$ cat src/rtl/regfile_wb.sv
// regfile_wb: MIPS32 general-purpose register file at the write-back end of
// the pipeline. It has one synchronous write port fed by the MEM/WB register
// and two combinational read ports for decode. A write that is presented in
// the current cycle is forwarded to the read ports. Register $zero always
// reads as zero. Every real commit is counted and the most recent one is
// latched so that debug logic can observe it.
module regfile_wb #(
    parameter int NUM_REGS = 32,
    parameter int ADDR_W   = 5,
    parameter int DATA_W   = 32,
    parameter int CNT_W    = 32
) (
    input  logic              clk,
    input  logic              rst,
    input  logic [ADDR_W-1:0] wb_wd,
    input  logic              wb_wreg,
    input  logic [DATA_W-1:0] wb_wdata,
    input  logic              re1,
    input  logic [ADDR_W-1:0] raddr1,
    output logic [DATA_W-1:0] rdata1,
    input  logic              re2,
    input  logic [ADDR_W-1:0] raddr2,
    output logic [DATA_W-1:0] rdata2,
    output logic [CNT_W-1:0]  commit_cnt,
    output logic [ADDR_W-1:0] last_wd,
    output logic [DATA_W-1:0] last_wdata
);

    logic [DATA_W-1:0] regs [NUM_REGS];

    // A commit needs an enabled write to a nonzero address. Writes to $zero
    // are dropped completely, so they affect neither the counter nor last_*.
    logic commit;
    assign commit = wb_wreg && (wb_wd != '0);

    // Architectural state, commit counter and last-commit record. The
    // counter wraps naturally because it has a fixed width.
    always_ff @(posedge clk or posedge rst) begin
        if (rst) begin
            for (int i = 0; i < NUM_REGS; i++) begin
                regs[i] <= '0;
            end
            commit_cnt <= '0;
            last_wd    <= '0;
            last_wdata <= '0;
        end else if (commit) begin
            regs[wb_wd] <= wb_wdata;
            commit_cnt  <= commit_cnt + 1'b1;
            last_wd     <= wb_wd;
            last_wdata  <= wb_wdata;
        end
    end

    // Read port 1 in priority order: reset, disabled, $zero, same-cycle
    // bypass, then the stored value.
    always_comb begin
        rdata1 = '0;
        if (rst || !re1 || (raddr1 == '0)) begin
            rdata1 = '0;
        end else if (commit && (raddr1 == wb_wd)) begin
            rdata1 = wb_wdata;
        end else begin
            rdata1 = regs[raddr1];
        end
    end

    // Read port 2 uses the same priority order as port 1 but is evaluated
    // independently of it.
    always_comb begin
        rdata2 = '0;
        if (rst || !re2 || (raddr2 == '0)) begin
            rdata2 = '0;
        end else if (commit && (raddr2 == wb_wd)) begin
            rdata2 = wb_wdata;
        end else begin
            rdata2 = regs[raddr2];
        end
    end

endmodule

$ cat config.mk
export PLATFORM = sky130hd
export DESIGN_NAME = regfile_wb
export DESIGN_NICKNAME = d
export VERILOG_FILES = /design/src/rtl/regfile_wb.sv
export SDC_FILE = /design/constraint.sdc
export NUM_CORES = 2
export LEC_CHECK = 0
export CORE_AREA = 8 8 447 449
export CTS_CLUSTER_SIZE = 20
export DETAILED_ROUTE_END_ITERATION = 10
export DIE_AREA = 0 0 455 457
export DONT_BUFFER_PORTS = 1
export GPL_ROUTABILITY_DRIVEN = 0
export PLACE_DENSITY = 0.45
export SYNTH_ARGS = -nofsm -noshare
export SYNTH_HDL_FRONTEND = slang
export SYNTH_SLANG_ARGS = --single-unit
$ cat constraint.sdc
create_clock -name clk -period 51.8 [get_ports clk]
set_input_delay 12.95 -clock clk [delete_from_list [all_inputs] [get_ports clk]]
set_output_delay 12.95 -clock clk [all_outputs]
set_load 0.02 [all_outputs]
==> metrics.md <==
| Metric | Value |
|---|---|
| Residual antenna-violating net count after detailed routing | 0 |
| Clock sinks | 1093 |
| Yosys warning count | 0 |
| Kind of launch point of the worst setup path | input pin |
| Pin count of the biggest net entering global routing | 259 |
| Critical path capture point | rdata1[31] |
| Max IR drop VDD | 0.0000311 V |
| Area fraction of the dominant cell type after synthesis | 47.7% |
| Kind of critical path | in2out |
| Power density over the cells | 39.3 nW/um2 |
| Proportion of synthesized flip-flops having asynchronous set or reset | 100% |
| Clock latency of the later-clocked register in the worst-skew pair | 0.77 ns |
| R2R depth | 5 |
| Worst-case headroom to the max-slew limit | 14.5% |
| Count of hold-fix buffers inserted at cts | 0 |
| Post-synth design cell area | 57300 um2 |
| Final HPWL from detailed placement | 106000 um |
| Required time at the endpoint of the critical path | 38.85 ns |
| Routed wire length | 201000 um |
| Number of DRC violations after detailed-routing iteration 0 | 2395 |
| Routed wirelength normalized by instance count | 32.5 um |
| Antenna diode count | 0 |
| EDFF count, synth | 0 |
| Synthesized instance count | 3779 |
| Library cell occupying the most area in the post-synthesis netlist | dfrtp_1 |
| Total grt overflow | 0 |
| Number of different library cells in the post-synthesis netlist | 51 |
| Element type at the critical path end | output pin |
| P&R area growth vs syn | 11.4% |
| Primary FF master, synth | dfrtp_1 |
| Signal arrival time at the worst endpoint | 16.42 ns |
| Final Skew | 0.00378 ns |
| H-tree levels | 4 |
| Least-Margin Pin Slew | 1.28 ns |
| Post-synthesis sequential element count | 1093 |
| Leakage | 27.2 nW |
| Final #Nets | 3600 |
| Switching part of the total | 26.2% |
| Overall global routing resource usage | 19.2% |
| Count of buffers added by post-CTS timing repair for setup | 0 |
| Maximum clock frequency | 34.0 MHz |
| Startpoint of the most critical register-to-register path | commit_cnt[2] |
| Count of endpoints failing hold in the final timing report | 0 |
| Total nets after synthesis | 3832 |
| Clk buf depth | 3 |
| Proportion of power drawn by flip-flops and latches | 45.0% |
| Number of vias per cell | 5.59 |
| TNS Setup | 0 ns |
| Logic pwr share | 17.1% |
| Post-Synthesis Mean Instance Area | 15.2 um2 |
| Flop2flop setup slack | 48.93 ns |
| Max-slew violation count | 0 |
| Cell-internal power | 1.85 mW |
| Initial antenna violation count | 6 |
| Classification of the worst-slack hold path | reg2reg |
| Final count of negative-setup-slack endpoints | 0 |
| Number of global-route vias before repair | 36497 |
| Final worst hold slack | 0.392 ns |
| Sequential-to-total area share from yosys stat | 47.7% |
| P_sw | 657 uW |
| Number of filler cells placed in the layout | 18768 |
| Power share of the clock group | 37.8% |
| Pre-Repair DR Iteration Count | 5 |
| Detailed-route DRC error count | 0 |
| Ranking of synthesized cells by area | dfrtp_1 (48%), mux4_2 (21%), mux2_2 (19%) |
| Total number of placement rows | 162 |
| Startpoint of the most critical setup path | raddr1[1] |
| Tmin final | 29.37 ns |
| Area of the die | 208000 um2 |
| Number of port buffers | 0 |
| Reported max-cap violation count | 0 |
| RSZ-0062 raised after global routing | false |
| Fraction of the cycle the final worst path needs | 56.7% |
| CTS Root Cell | clkbuf_16 |
| Post-CTS Resized | 0 |
| Starting utilization of the core area | 29.7% |
| DR vias | 34561 |
| Status | finished clean |
| Critical register-to-register path endpoint | commit_cnt[31] |
| Die X | 455 um |
| Highest fanout seen on the critical path | 258 |
| Clock tree from TritonCTS | built |
| Clock transition at the registers of the reported paths | 0.05 ns |
| Total clock buffers created by CTS | 137 |
| Top-level I/O count | 185 |
| Die height | 457 um |
| Share of layout cells above drive strength 1 | 49.6% |
| First-pass GRT wire length | 289000 um |
| Std-Cell Core Area | 193000 um2 |
[worst min-delay path by stage]
| stage | from | end | slack [ns] | depth (start not counted) |
|---|---|---|---|---|
| final | regs[1006] | regs[1006] | 0.39 | 0 |
| after global routing | regs[1020] | regs[1020] | 0.40 | 0 |
| after CTS | regs[1008] | regs[1008] | 0.40 | 0 |
| after detailed placement | regs[1020] | regs[1020] | 0.38 | 0 |
| after global placement | regs[1021] | regs[1021] | 0.38 | 0 |
| after floorplan | regs[1000] | regs[1000] | 0.44 | 1 |
[stage by stage]
stage               utilization (%)  instance area, um2  setup WS [ns]  instances  total power, mW
finish                         33.1               63900          22.43       6185             2.51
global placement               30.8               59500          22.44       5949             1.57
detailed placement             30.8               59500          22.90       5950             1.58
floorplan                         -               57400           8.41       3779             1.49
CTS                            33.1               63900          22.89       6185             2.54
global route                   33.1               63900          22.51       6185             2.62
[registers in the layout, indices dropped and copies added, names as in the netlist]
register,cells
last_wd,5
last_wdata,32
commit_cnt,32
regs,1024
[layout by cell type (no fill, tap or decap), types with 5 or more instances in the layout]
cell type  instances
a211o_1           32
a211oi_1          93
a21oi_1            7
a32o_1            31
and3_1             9
buf_4             49
clkbuf_1          37
clkbuf_16        141
clkbuf_8          29
clkinv_2          14
dfrtp_1         1093
inv_6              5
mux2_1            21
mux2_2           971
mux2i_1           98
mux4_2           540
nand2_1          154
nand2_4           15
nand3_1            9
nand3b_1           5
nand4_1            7
nor2_1            19
nor2_4            15
nor2b_1           66
nor3_1             7
o21ai_0           11
o221ai_1          10
o22ai_1           53
xnor2_1           23
xor2_1            18
[Yosys cell counts, drive strengths merged, types with 2 or more instances]
cell type,n
a211o,32
a211oi,93
a21oi,7
a22o,2
a31oi,5
a32o,31
and2,3
and3,9
and4,3
buf,191
clkbuf,233
dfrtp,1093
inv,5
mux2,992
mux2i,98
mux4,540
nand2,170
nand3,10
nand3b,5
nand4,7
nand4b,3
nor2,34
nor2b,66
nor3,7
nor3b,3
o21ai,12
o221ai,10
o22ai,53
o311ai,2
or2,2
or3,4
xnor2,23
xor2,18
[power by group through the flow]
stage          Sequential, mW  Combinational [mW]  Clock [mW]
2_1_floorplan            1.11               0.381           0
3_3_place_gp             1.14               0.430           0
3_5_place_dp             1.14               0.434           0
4_1_cts                  1.13               0.435       0.978
5_1_grt                  1.15               0.460        1.01
6_report                 1.13               0.430       0.948
[critical path, cell delays in order]
cell and delay, ns:
xnor2_1 0.41, nand3_1 0.24, or3_1 0.45, nor2_4 0.90
buf_4 0.50, a211o_1 0.48
[routing by layer]
layer | global-route usage (%) | share of wire, % | routed length [um]
met1 | 25.7 | 44 | 87500
met5 | 0 | 0 | 0
met2 | 31.7 | 49 | 98100
met3 | 3.58 | 4.8 | 9720
met4 | 5.36 | 2.7 | 5450
[cell type report]
cell class	count	area [um2]	area share, %
multi-input cells	2256	28500	44.6
flip-flops and latches	1093	27400	42.8
clock buffers	207	4070	6.37
well taps	2542	3180	4.98
repair buffers	53	443	0.693
clock inverters	28	308	0.482
inverters	6	26.3	0.0411
[logic make-up (layout without fill, tap and decap cells)]
logic type,Yosys count,in the layout,share of synthesized area (%)
xor+xnor,41,41,0.626
simple gates,331,331,2.76
compound gates,253,253,3.35
flops,1093,1093,47.7
buf+inv,430,294,3.16
mux,1630,1630,42.4
fa+ha+maj,1,1,0.0218
Note: power is estimated with default switching activity, not from simulation.
